File: config.mk
export PLATFORM = sky130hd
export DESIGN_NAME = dom_rx_arbiter_flat
export DESIGN_NICKNAME = d
export VERILOG_FILES = /design/src/rtl/dom_rx_arbiter_if.sv /design/src/rtl/dom_rx_arbiter.sv /design/src/flat_wrapper.sv
export SDC_FILE = /design/constraint.sdc
export NUM_CORES = 1
export LEC_CHECK = 0
export CELL_PAD_IN_SITES_DETAIL_PLACEMENT = 1
export CELL_PAD_IN_SITES_GLOBAL_PLACEMENT = 2
export CORE_MARGIN = 1
export CORE_UTILIZATION = 23
export CTS_CLUSTER_SIZE = 10
export DETAILED_ROUTE_END_ITERATION = 12
export HOLD_SLACK_MARGIN = 0.15
export PLACE_DENSITY = 0.79
export SYNTH_ARGS = -nofsm -noshare
export SYNTH_HDL_FRONTEND = slang
export SYNTH_SLANG_ARGS = --single-unit
File: constraint.sdc
create_clock -name clk_i -period 2.35 [get_ports clk_i]
set_input_delay 0.47 -clock clk_i [delete_from_list [all_inputs] [get_ports clk_i]]
set_output_delay 0.47 -clock clk_i [all_outputs]
set_load 0.005 [all_outputs]
File: src/rtl/dom_rx_arbiter_if.sv
// Requester-side and reception-side signal bundle for dom_rx_arbiter.
// The slave modport is the arbiter's view; the master modport is the view of
// whatever drives the requesters and the stall line and observes the outputs.
interface dom_rx_arbiter_if #(
  parameter int N_REQ  = 4,
  parameter int DATA_W = 8
);
  localparam int IW = $clog2(N_REQ);

  logic [N_REQ-1:0]        req_valid_i;
  logic [N_REQ*DATA_W-1:0] req_data_i;
  logic [N_REQ-1:0]        req_ready_o;
  logic [N_REQ-1:0]        grant_o;
  logic                    sink_stall_i;
  logic                    valid_o;
  logic [DATA_W-1:0]       data_o;
  logic [IW-1:0]           src_id_o;

  modport slave (
    input  req_valid_i, req_data_i, sink_stall_i,
    output req_ready_o, grant_o, valid_o, data_o, src_id_o
  );

  modport master (
    output req_valid_i, req_data_i, sink_stall_i,
    input  req_ready_o, grant_o, valid_o, data_o, src_id_o
  );
endinterface

File: src/rtl/dom_rx_arbiter.sv
// Round-robin arbiter that shares the destination-domain reception path
// between N_REQ requesters. One requester is granted at a time for a burst of
// up to MAX_BURST words; each accepted word is re-issued one cycle later as a
// registered valid_o/data_o/src_id_o strobe.
//
// Handshake: a word moves from requester k when req_valid_i[k] and
// req_ready_o[k] are both high in the same cycle. req_ready_o is only ever
// high for the granted requester and only while sink_stall_i is low; the
// source must hold its word stable until it is accepted. valid_o is a
// one-cycle strobe with no back-pressure of its own.
module dom_rx_arbiter #(
  parameter int N_REQ     = 4,
  parameter int DATA_W    = 8,
  parameter int MAX_BURST = 4
) (
  input  logic                           clk_i,
  input  logic                           resetn_i,
  dom_rx_arbiter_if.slave                bus,
  output logic                           dbg_state_o,
  output logic [$clog2(N_REQ)-1:0]       dbg_rr_ptr_o,
  output logic [$clog2(MAX_BURST+1)-1:0] dbg_burst_cnt_o
);

  localparam int IW = $clog2(N_REQ);
  localparam int CW = $clog2(MAX_BURST + 1);

  typedef logic [IW-1:0] idx_t;
  typedef logic [CW-1:0] cnt_t;

  typedef enum logic {
    IDLE  = 1'b0,
    BURST = 1'b1
  } state_t;

  state_t             state_q, state_d;
  logic [N_REQ-1:0]   grant_q, grant_d;
  idx_t               gidx_q, gidx_d;
  idx_t               rr_ptr_q, rr_ptr_d;
  cnt_t               burst_cnt_q, burst_cnt_d;
  logic               valid_q;
  logic [DATA_W-1:0]  data_q;
  idx_t               src_q;

  logic               arb_found;
  idx_t               arb_idx;
  logic [N_REQ-1:0]   ready_c;
  logic               xfer;
  logic               release_c;
  logic               last_word;
  idx_t               rr_after_g;
  logic [DATA_W-1:0]  granted_word;

  // Search for the first valid requester starting at rr_ptr, wrapping modulo N_REQ.
  always_comb begin
    arb_found = 1'b0;
    arb_idx   = '0;
    for (int i = 0; i < N_REQ; i++) begin
      if (!arb_found && bus.req_valid_i[(int'(rr_ptr_q) + i) % N_REQ]) begin
        arb_found = 1'b1;
        arb_idx   = idx_t'((int'(rr_ptr_q) + i) % N_REQ);
      end
    end
  end

  // Ready is decoded from the registered grant; only the granted requester sees it, and stall masks it.
  always_comb begin
    ready_c = '0;
    if (state_q == BURST && !bus.sink_stall_i) begin
      ready_c[gidx_q] = 1'b1;
    end
  end

  assign xfer         = (state_q == BURST) && bus.req_valid_i[gidx_q] && ready_c[gidx_q];
  assign last_word    = (burst_cnt_q == cnt_t'(MAX_BURST - 1));
  // Releasing on a dropped valid applies even while stalled, so a stalled idle source cannot hog the path.
  assign release_c    = (state_q == BURST) && (!bus.req_valid_i[gidx_q] || (xfer && last_word));
  assign rr_after_g   = (gidx_q == idx_t'(N_REQ - 1)) ? idx_t'(0) : idx_t'(gidx_q + 1'b1);
  assign granted_word = bus.req_data_i[gidx_q*DATA_W +: DATA_W];

  // Next-state logic: grant from IDLE, count transfers and release from BURST.
  always_comb begin
    state_d     = state_q;
    grant_d     = grant_q;
    gidx_d      = gidx_q;
    rr_ptr_d    = rr_ptr_q;
    burst_cnt_d = burst_cnt_q;
    case (state_q)
      IDLE: begin
        if (arb_found) begin
          state_d     = BURST;
          grant_d     = {{(N_REQ-1){1'b0}}, 1'b1} << arb_idx;
          gidx_d      = arb_idx;
          burst_cnt_d = '0;
        end
      end
      BURST: begin
        if (release_c) begin
          // The granted requester drops to lowest priority for the next search.
          state_d     = IDLE;
          grant_d     = '0;
          rr_ptr_d    = rr_after_g;
          burst_cnt_d = '0;
        end else if (xfer) begin
          burst_cnt_d = burst_cnt_q + 1'b1;
        end
      end
      default: begin
        state_d     = IDLE;
        grant_d     = '0;
        burst_cnt_d = '0;
      end
    endcase
  end

  // Control registers: FSM state, grant, round-robin pointer and burst count.
  always_ff @(posedge clk_i or negedge resetn_i) begin
    if (!resetn_i) begin
      state_q     <= IDLE;
      grant_q     <= '0;
      gidx_q      <= '0;
      rr_ptr_q    <= '0;
      burst_cnt_q <= '0;
    end else begin
      state_q     <= state_d;
      grant_q     <= grant_d;
      gidx_q      <= gidx_d;
      rr_ptr_q    <= rr_ptr_d;
      burst_cnt_q <= burst_cnt_d;
    end
  end

  // Output strobe register: valid pulses for exactly the cycle after a transfer; data/src hold otherwise.
  always_ff @(posedge clk_i or negedge resetn_i) begin
    if (!resetn_i) begin
      valid_q <= 1'b0;
      data_q  <= '0;
      src_q   <= '0;
    end else begin
      valid_q <= xfer;
      if (xfer) begin
        data_q <= granted_word;
        src_q  <= gidx_q;
      end
    end
  end

  assign bus.req_ready_o = ready_c;
  assign bus.grant_o     = grant_q;
  assign bus.valid_o     = valid_q;
  assign bus.data_o      = data_q;
  assign bus.src_id_o    = src_q;

  assign dbg_state_o     = state_q;
  assign dbg_rr_ptr_o    = rr_ptr_q;
  assign dbg_burst_cnt_o = burst_cnt_q;

endmodule

File: src/flat_wrapper.sv
// flat-port wrapper written by rule: the top's interface ports become plain ports
module dom_rx_arbiter_flat 
#(
  parameter int N_REQ     = 4,
  parameter int DATA_W    = 8,
  parameter int MAX_BURST = 4
)
  (clk_i, resetn_i, dbg_state_o, dbg_rr_ptr_o, dbg_burst_cnt_o, bus_req_valid_i, bus_req_data_i, bus_sink_stall_i, bus_req_ready_o, bus_grant_o, bus_valid_o, bus_data_o, bus_src_id_o);
  dom_rx_arbiter_if #(.N_REQ(N_REQ), .DATA_W(DATA_W)) bus_i ();
  input  logic clk_i;
  input  logic resetn_i;
  output logic dbg_state_o;
  output logic [$clog2(N_REQ)-1:0] dbg_rr_ptr_o;
  output logic [$clog2(MAX_BURST+1)-1:0] dbg_burst_cnt_o;
  input wire logic [$bits(bus_i.req_valid_i)-1:0] bus_req_valid_i;
  input wire logic [$bits(bus_i.req_data_i)-1:0] bus_req_data_i;
  input wire logic [$bits(bus_i.sink_stall_i)-1:0] bus_sink_stall_i;
  output wire logic [$bits(bus_i.req_ready_o)-1:0] bus_req_ready_o;
  output wire logic [$bits(bus_i.grant_o)-1:0] bus_grant_o;
  output wire logic [$bits(bus_i.valid_o)-1:0] bus_valid_o;
  output wire logic [$bits(bus_i.data_o)-1:0] bus_data_o;
  output wire logic [$bits(bus_i.src_id_o)-1:0] bus_src_id_o;
  assign bus_i.req_valid_i = bus_req_valid_i;
  assign bus_i.req_data_i = bus_req_data_i;
  assign bus_i.sink_stall_i = bus_sink_stall_i;
  assign bus_req_ready_o = bus_i.req_ready_o;
  assign bus_grant_o = bus_i.grant_o;
  assign bus_valid_o = bus_i.valid_o;
  assign bus_data_o = bus_i.data_o;
  assign bus_src_id_o = bus_i.src_id_o;
  dom_rx_arbiter #(.N_REQ(N_REQ), .DATA_W(DATA_W), .MAX_BURST(MAX_BURST)) u_core (.clk_i(clk_i), .resetn_i(resetn_i), .bus(bus_i), .dbg_state_o(dbg_state_o), .dbg_rr_ptr_o(dbg_rr_ptr_o), .dbg_burst_cnt_o(dbg_burst_cnt_o));
endmodule
== Yosys cells after proc, flatten, opt, wreduce, memory -nomap -nowiden ==
Index checks and enable logic that the tools add are counted.
Word-level totals
  bits in registers: 23
  input bits: 39
  output and inout bits: 25
Cells by class
  $add $sub $neg: 5
  $lt $le $gt $ge: 6
  equal/unequal tests: 5
  shift operators: 2
  mux-type cells: 37
  bitwise logic cells: 4
  reduce and logical (&&, ||, !) cells: 22
Operator list (count)
  $shiftx 32x6->8: 1
  $mux 1: 16
  $bmux 1 s2: 6
  $lt 3x4->1 const B: 3
  $mux 4: 3
  $mux 2: 5
  $logic_and 1x1->1: 9
  $mux 3: 3
  $pmux 4 s2: 1
  $reduce_and 2->1: 4
  $lt 2x3->1 const B: 2
  $pmux 3 s2: 1
  $reduce_or 2->1: 3
  $logic_not 1->1: 5
  $add 2x1->2 const B: 2
  $add 2x2->2 const B: 2
  $shl 1x2->4 const A: 1
  $add 3x1->3 const B: 1
  $and 1x1->1 const A: 3
  $eq 3x2->1 const B: 1
  $ne 3x3->1 const B: 1
  $demux 1 s2: 1
  $eq 2x2->1 const B: 1
  $ge 2x1->1 const B: 1
  5 further kinds: 5

== Depth between registers and ports, before layout ==
Gate-level depths: netlist (run 1).
  depth after elaboration: 17
  gate-level depth with buffers: 8
  depth with buffers taken out: 6

== Worst setup path after synthesis (run 1) ==
OpenSTA, ideal clock, no wires.
  path type: register to register
  start point: register u_core.gidx_q[0]
  end point: register u_core.data_q[0] (netlist: u_core.bus.data_o[0])
  library setup time: 0.125 ns
  data arrival time: 2.339 ns
  required time: 2.225 ns
  slack: -0.113 ns
  stages on the path, launching flop included: 9
  cell sequence: dfrtp_1 buf_6 clkbuf_1 inv_1 ha_1 mux2_2 and3_4 o21ai_4 mux2_2
On the way
  word-level cells in the longest chain between the ends: 8
Ends and longest elaborated chain
  start: declaration: RTL line dom_rx_arbiter.sv:37  | idx_t gidx_q, gidx_d;
  start signal: assignment: RTL line dom_rx_arbiter.sv:126  | gidx_q <= gidx_d;
  $lt 2x3->1 (not written as such) or $ge 2x1->1 (tied branches): RTL line dom_rx_arbiter.sv:69  | ready_c[gidx_q] = 1'b1;
  $logic_and 1x1->1 (not written as such): RTL line dom_rx_arbiter.sv:69
  $mux 1 (not written as such): RTL line dom_rx_arbiter.sv:69
  $demux 1 s2
  $mux 4: RTL line dom_rx_arbiter.sv:68  | if (state_q == BURST && !bus.sink_stall_i) begin
  $bmux 1 s2: RTL line dom_rx_arbiter.sv:73  | assign xfer = (state_q == BURST) && bus.req_valid_i[gidx_q] && ready_c[gidx_q];
  $mux 1 (not written as such): RTL line dom_rx_arbiter.sv:73
  $logic_and 1x1->1: RTL line dom_rx_arbiter.sv:73
  end signal: assignment: RTL line dom_rx_arbiter.sv:141  | data_q <= granted_word;
  end: declaration: RTL line dom_rx_arbiter.sv:41  | logic [DATA_W-1:0] data_q;
Several ways; a longest one is shown, not always the timed one. The select of a mux whose other input is x is not followed.
A chain may end at the register's enable or synchronous reset.

== Worst setup path after layout (run 1) ==
  start point: input port bus_sink_stall_i
  end point: output port bus_req_ready_o[2]
On the way
  word-level cells in the longest chain between the ends: 3
Ends and longest elaborated chain
  start: declaration: RTL line flat_wrapper.sv:17  | input wire logic [$bits(bus_i.sink_stall_i)-1:0] bus_sink_stall_i;
  $logic_not 1->1: RTL line dom_rx_arbiter.sv:68
  $logic_and 1x1->1: RTL line dom_rx_arbiter.sv:68
  $mux 4: RTL line dom_rx_arbiter.sv:68
  end: declaration: RTL line flat_wrapper.sv:18  | output wire logic [$bits(bus_i.req_ready_o)-1:0] bus_req_ready_o;
Every way passes these cells.

==> flow_metrics.py, run 1 <==
metrics = {
    "outcome": {
        "outcome": "completed",
    },
    "route": {
        "wl_um": 4039,
        "wl_per_cell_um": 14.79,
        "drt-vias-per-instance": 4.722,
        "ant_nets": 0,
        "dr.pass1.iters": 4,
        "vias": 1289,
        "drt_iter0_drc": 19,
        "drc_errors": 0,
    },
    "global_route": {
        "grt_pass1_vias": 1350,
        "antenna_found_initial": 0,
        "track_usage_pct": 12.69,
        "grt_pass1_wl_um": 6458,
        "grt_max_degree": 24,
        "gr-total-overflow": 0,
    },
    "power_and_ir_drop": {
        "ir_drop_mv": 0.3356,
        "p_per_area_nw_per_um2": 1028,
        "leakage_nw": 0.9832,
        "power_mw": 2.404,
    },
    "timing": {
        "post-route-period-util_pct": 94.32,
        "rsz0062_at_grt": "no",
        "clock_skew_ns": 0.003019,
        "slew_headroom_pct": 66.78,
        "max_slew.worst_pin.slew_ns": 0.4921,
        "hold_viol_final": 0,
        "min_period_ns": 2.217,
        "drv_slew": 0,
        "setup_viol": 0,
        "max_freq_mhz": 451.2,
    },
    "synthesis": {
        "syn_area_um2": 1460,
        "syn_inst": 119,
        "synth.avg_cell_area_um2": 12.27,
        "ys.flop_type": "dfrtp_1",
        "synth_cell_types": 37,
        "synth_nets": 164,
        "yosysTopAreaCell": "dfrtp_1",
        "ys_top_cells_by_count": "dfrtp_1 (23), mux2_2 (13), nand2_1 (8)",
        "synth_edf_count": 0,
        "synth_warnings": 0,
        "yosysMostFrequentCell": "dfrtp_1",
        "async_flop_share_pct": 100.0,
        "yosysSeqAreaShare_pct": 39.42,
        "synthTopCellsByArea": "dfrtp_1 (39%), mux2_2 (10%), mux4_2 (9.3%), ha_1 (5.1%), mux4_1 (3.6%)",
        "synth_seq_cells": 23,
        "synth_top_area_share_pct": 39.42,
    },
    "clock_network": {
        "cts_buffers": 3,
        "cts_max_path_buffers": 2,
        "postCtsSetupBuffers": 0,
        "cts_tree": "done",
        "cts-root-buf": "clkbuf_8",
        "ctsHoldBuffers": 0,
        "htree_levels": 1,
        "insertion_delay_ns": 0.26,
        "clk_pin_slew_ns": 0.08,
        "clock_sinks": 23,
    },
    "floorplanning": {
        "fp.dieH_um": 81.68,
        "core_um2": 6026,
        "rows": 28,
        "start_util_pct": 24.23,
        "die_x_um": 81.68,
        "dieArea_um2": 6671,
        "ios": 64,
    },
    "placement": {
        "gp_congestion": 0.7748,
        "port_buffers": 63,
        "dp_hpwl_um": 3277,
    },
    "final_layout": {
        "antenna_cells": 0,
        "area_growth_pct": 60.15,
        "n_fill_cell": 674,
        "drive_gt1_share_pct": 22.73,
        "final_core_util_pct": 38.81,
        "nets": 244,
    },
    "run": {
        "drv_cap": 0,
    },
    "critical_path": {
        "critical_path.startpoint_type": "input port",
        "cp_max_fo": 5,
        "crit_path_end_kind": "output pin",
        "arrival_ns": 1.75,
        "required_ns": 1.88,
        "r2r_setup_slack_ns": 0.20,
        "setup.worst_path.class": "in -> out",
    },
    "min_path": {
        "hp-class": "reg -> reg",
    },
}
[routing by layer]
layer  up-vias  GRT usage (%)  share of wire (%)
li1        610              -                  -
met1       622          15.96                 44
met2        53          21.25                 44
met3         4          3.333                 11
met4         0          3.684               0.89
met5         -              0                  0
[cell type report]
cell class,count,area (um2),area share [%]
multi-input combinational,86,845.8,36.17
timing repair buffer,80,758.2,32.42
clock buffer,3,41.29,1.766
inverter,5,18.77,0.8026
clock inverter,1,5.005,0.2140
tap,75,93.84,4.013
sequential,23,575.6,24.61
[placed cells by master (no fill, tap or decap), types with 2 or more instances in the layout]
master           synthesis  routed
dfrtp_1                 23      23
buf_4                    0      17
inv_1                    5       5
clkdlybuf4s50_1          0      63
nand2_1                  8       8
o22ai_1                  3       3
nor3_1                   2       2
mux2i_1                  3       3
o2bb2ai_1                3       3
clkbuf_8                 0       3
a21o_1                   2       2
a21boi_0                 2       2
mux2_1                   3       3
o21ai_0                  2       2
mux2_2                  13      13
nor4_1                   2       2
nand2b_1                 5       5
and2_1                   4       4
ha_1                     6       6
nor2_1                   3       3
mux4_2                   6       6
o22a_1                   2       2
mux4_1                   2       2
[power by group]
group	total (mW)	internal, mW	switching (mW)
combinational	1.46	0.878	0.578
clock	0.248	0.118	0.130
sequential	0.700	0.566	0.133
[worst paths after layout]
path                                                    start                                 end  cells after the start
max                                          bus_sink_stall_i                  bus_req_ready_o[2]                      4
min                        u_core.bus.src_id_o[1]$_DFFE_PN0P_  u_core.bus.src_id_o[1]$_DFFE_PN0P_                      1
max reg2reg                      u_core.gidx_q[1]$_DFFE_PN0P_    u_core.bus.data_o[4]$_DFFE_PN0P_                      5
min reg2reg                u_core.bus.src_id_o[1]$_DFFE_PN0P_  u_core.bus.src_id_o[1]$_DFFE_PN0P_                      1
max in group asynchronous                            resetn_i  u_core.bus.src_id_o[0]$_DFFE_PN0P_                      2
min in group asynchronous                            resetn_i    u_core.bus.data_o[1]$_DFFE_PN0P_                      2
[state kept, by name, summed over array words and instances, names as in the netlist]
register and count:
u_core.gidx_q 2, u_core.bus.grant_o 4, u_core.bus.src_id_o 2, u_core.dbg_rr_ptr_o 2
u_core.dbg_burst_cnt_o 3, u_core.bus.valid_o 1, u_core.bus.data_o 8, u_core.dbg_state_o 1
[logic make-up (layout without fill, tap and decap cells)]
family | after synthesis | in the layout | share of synthesized area, %
simple gates | 31 | 31 | 12.34
buf+inv | 10 | 89 | 3.170
compound gates | 22 | 22 | 12.68
mux | 27 | 27 | 27.25
flops | 23 | 23 | 39.42
fa+ha+maj | 6 | 6 | 5.141
[worst max-delay path, stage by stage]
cell and delay [ns]:
clkdlybuf4s50_1 0.46, nor2b_4 0.17, and2_1 0.15, clkdlybuf4s50_1 0.49
[repair_timing]
action | in CTS | in global routing
setup endpoints to repair | 1 | 1
gates resized for setup | 1 | 1
gates cloned | 0 | 0
[metrics by stage]
stage / TNS (ns) / area (um2) / setup slack [ns] / instances / hold WS (ns)
6_report: 0 / 2338 / 0.1335 / 273 / 0.5092
5_1_grt: 0 / 2338 / 0.01059 / 273 / 0.5309
4_1_cts: 0 / 2333 / 0.08769 / 273 / 0.5164
3_5_place_dp: -0.04075 / 2285 / -0.01277 / 269 / 0.4963
3_3_place_gp: 0 / 2285 / 0.02634 / 269 / 0.4852
2_1_floorplan: 0 / 1461 / 0.07918 / 119 / 0.1744
(Power assumes the default switching activity.)
==> run 2, diff against run 1 <==
--- a/config.mk
+++ b/config.mk
@@ -12,6 +12,7 @@
 export CTS_CLUSTER_SIZE = 10
 export DETAILED_ROUTE_END_ITERATION = 12
 export HOLD_SLACK_MARGIN = 0.15
+export MAX_ROUTING_LAYER = met4
 export PLACE_DENSITY = 0.79
 export SYNTH_ARGS = -nofsm -noshare
 export SYNTH_HDL_FRONTEND = slang
==> run 2 against run 1 <==
Global-route usage is 0.32 points higher. Worst setup slack hardly changed. Die area stayed put. Register-to-register slack better by 0.02 ns. Clock power hardly changed. Flip-flop and latch count stayed put. Core utilization stayed put. Cell count stayed put. Final area stayed put. Clock-buffer cell count stayed put. Routed wire length is 0.25% lower. Critical path type unchanged. Largest cell class unchanged.
==> flow_metrics.py, run 2 (same netlist as run 1, synthesis figures left out) <==
metrics = {
    "outcome": {
        "outcome": "completed",
    },
    "timing": {
        "hold_viol_final": 0,
        "max_slew.worst_pin.slew_ns": 0.4921,
        "rsz0062_at_grt": "no",
        "holdWs_ns": 0.5094,
        "clock_skew_ns": 0.003068,
        "setup_viol": 0,
        "min_period_ns": 2.217,
        "max_freq_mhz": 451.2,
        "fin_tns_setup_ns": 0,
        "slew_headroom_pct": 66.78,
        "drv_slew": 0,
        "post-route-period-util_pct": 94.32,
    },
    "final_layout": {
        "final_common_cell": "clkdlybuf4s50_1",
        "nets": 244,
        "drive_gt1_share_pct": 22.73,
        "antenna_cells": 0,
        "final_cell_mix": "clkdlybuf4s50_1 (63), dfrtp_1 (23), buf_4 (17), mux2_2 (13), nand2_1 (8)",
        "area_growth_pct": 60.15,
        "largest_reg_flops": 8,
        "final_core_util_pct": 38.81,
    },
    "route": {
        "wl_per_cell_um": 14.76,
        "vias": 1292,
        "drc_errors": 0,
        "drt_iter0_drc": 20,
        "drt-vias-per-instance": 4.733,
        "wl_um": 4029,
        "dr.pass1.iters": 4,
        "ant_nets": 0,
    },
    "clock_network": {
        "clock_sinks": 23,
        "cts_max_path_buffers": 2,
        "clk_pin_slew_ns": 0.08,
        "cts_buffers": 3,
        "htree_levels": 1,
        "cts_tree": "done",
        "postCtsSetupBuffers": 0,
        "cts-root-buf": "clkbuf_8",
        "insertion_delay_ns": 0.26,
    },
    "power_and_ir_drop": {
        "p_per_area_nw_per_um2": 1027,
        "pwr-share-clk_pct": 10.3,
        "power_frac_comb_pct": 60.6,
        "power.switching_mw": 0.8398,
        "p_seq_share_pct": 29.1,
        "ir_drop_mv": 0.3356,
        "leakage_nw": 0.9832,
        "internal_power_mw": 1.563,
        "switching_share_pct": 34.96,
    },
    "critical_path": {
        "cp.buffers_inverters": 2,
        "critical_path.top_delay_family": "buffers and inverters",
        "crit_path_end_kind": "output pin",
        "path_cells": "clkdlybuf4s50_1, nor2b_4, and2_1, clkdlybuf4s50_1",
        "cp_max_fo": 5,
        "r2r_setup_slack_ns": 0.22,
        "path_common_cell": "clkdlybuf4s50_1",
        "setup.worst_path.class": "in -> out",
        "critPathSlowestCell": "clkdlybuf4s50_1",
        "cpPeakStageDelay_ns": 0.49,
        "critical_path.startpoint_type": "input port",
        "required_ns": 1.88,
        "arrival_ns": 1.75,
    },
    "run": {
        "drv_cap": 0,
    },
    "global_route": {
        "track_usage_pct": 13.01,
        "grt_max_degree": 24,
        "grt_pass1_wl_um": 6451,
        "grt_pass1_vias": 1354,
        "met3_usage_pct": 3.333,
        "grtUsageMet2_pct": 21.33,
        "grtUsageMet1_pct": 15.76,
        "antenna_found_initial": 0,
        "gr-max-usage-layer": "met2",
        "gr-total-overflow": 0,
    },
    "min_path": {
        "hp-class": "reg -> reg",
    },
    "floorplanning": {
        "start_util_pct": 24.23,
        "core_um2": 6026,
        "ios": 64,
        "die_x_um": 81.68,
        "fp.dieH_um": 81.68,
        "dieArea_um2": 6671,
        "rows": 28,
    },
    "placement": {
        "gp_congestion": 0.7854,
        "dp_hpwl_um": 3277,
        "port_buffers": 63,
    },
}
## run 2: cell counts in the layout (fill, tap and decap cells not counted)
No cell type changed its count.
## run 2: layout make-up
cell class	count	area (um2)
fill	674	3687
multi-input combinational	86	845.8
timing repair buffer	80	758.2
sequential	23	575.6
tap	75	93.84
clock buffer	3	41.29
inverter	5	18.77
clock inverter	1	5.005
## run 2: worst reg2reg max path, delay by kind of cell, from the launching register on
family | cells | cell delay [ns]
fa+ha+maj | 1 | 0.29
simple gates | 1 | 0.20
mux | 2 | 0.69
compound gates | 1 | 0.33
flops | 1 | 0.51
## run 2: layer usage
layer  up-vias  wire (um)
met5         -          0
li1        611          -
met3         4        459
met4         0         37
met1       624       1772
met2        53       1759
## run 2: through the flow
| step | instance area, um2 | instances | power [mW] | setup WS (ns) |
|---|---|---|---|---|
| final | 2338 | 273 | 2.403 | 0.1335 |
| after detailed placement | 2285 | 269 | 2.186 | -0.01277 |
| after floorplan | 1461 | 119 | 1.464 | 0.07918 |
| after global routing | 2338 | 273 | 2.609 | 0.03036 |
| after global placement | 2285 | 269 | 2.159 | 0.02634 |
| after CTS | 2333 | 273 | 2.448 | 0.08769 |
## run 2: power groups by stage
stage | logic (mW) | clock network [mW] | registers (mW)
CTS | 1.48 | 0.263 | 0.702
global route | 1.60 | 0.281 | 0.733
finish | 1.46 | 0.248 | 0.699
floorplan | 0.778 | 0 | 0.686
global placement | 1.46 | 0 | 0.704
detailed placement | 1.48 | 0 | 0.710
## run 2: final timing paths
kind,from,endpoint,cells past startpoint
max,bus_sink_stall_i,bus_req_ready_o[2],4
min,u_core.bus.src_id_o[1]$_DFFE_PN0P_,u_core.bus.src_id_o[1]$_DFFE_PN0P_,1
max reg2reg,u_core.gidx_q[1]$_DFFE_PN0P_,u_core.bus.data_o[4]$_DFFE_PN0P_,5
min reg2reg,u_core.bus.src_id_o[1]$_DFFE_PN0P_,u_core.bus.src_id_o[1]$_DFFE_PN0P_,1
max in group asynchronous,resetn_i,u_core.bus.src_id_o[0]$_DFFE_PN0P_,2
min in group asynchronous,resetn_i,u_core.bus.data_o[1]$_DFFE_PN0P_,2
## run 2: repair_timing
item | CTS | global route
gates cloned | 0 | 0
setup endpoints to repair | 1 | 1
hold buffers | 0 | 0
gates resized for setup | 1 | 1
==> run 3, diff against run 2 <==
--- a/config.mk
+++ b/config.mk
@@ -12,7 +12,6 @@
 export CTS_CLUSTER_SIZE = 10
 export DETAILED_ROUTE_END_ITERATION = 12
 export HOLD_SLACK_MARGIN = 0.15
-export MAX_ROUTING_LAYER = met4
 export PLACE_DENSITY = 0.79
 export SYNTH_ARGS = -nofsm -noshare
 export SYNTH_HDL_FRONTEND = slang
==> results of run 3 <==
Same layout as run 1: the final DEF is identical, and so are final timing and power.
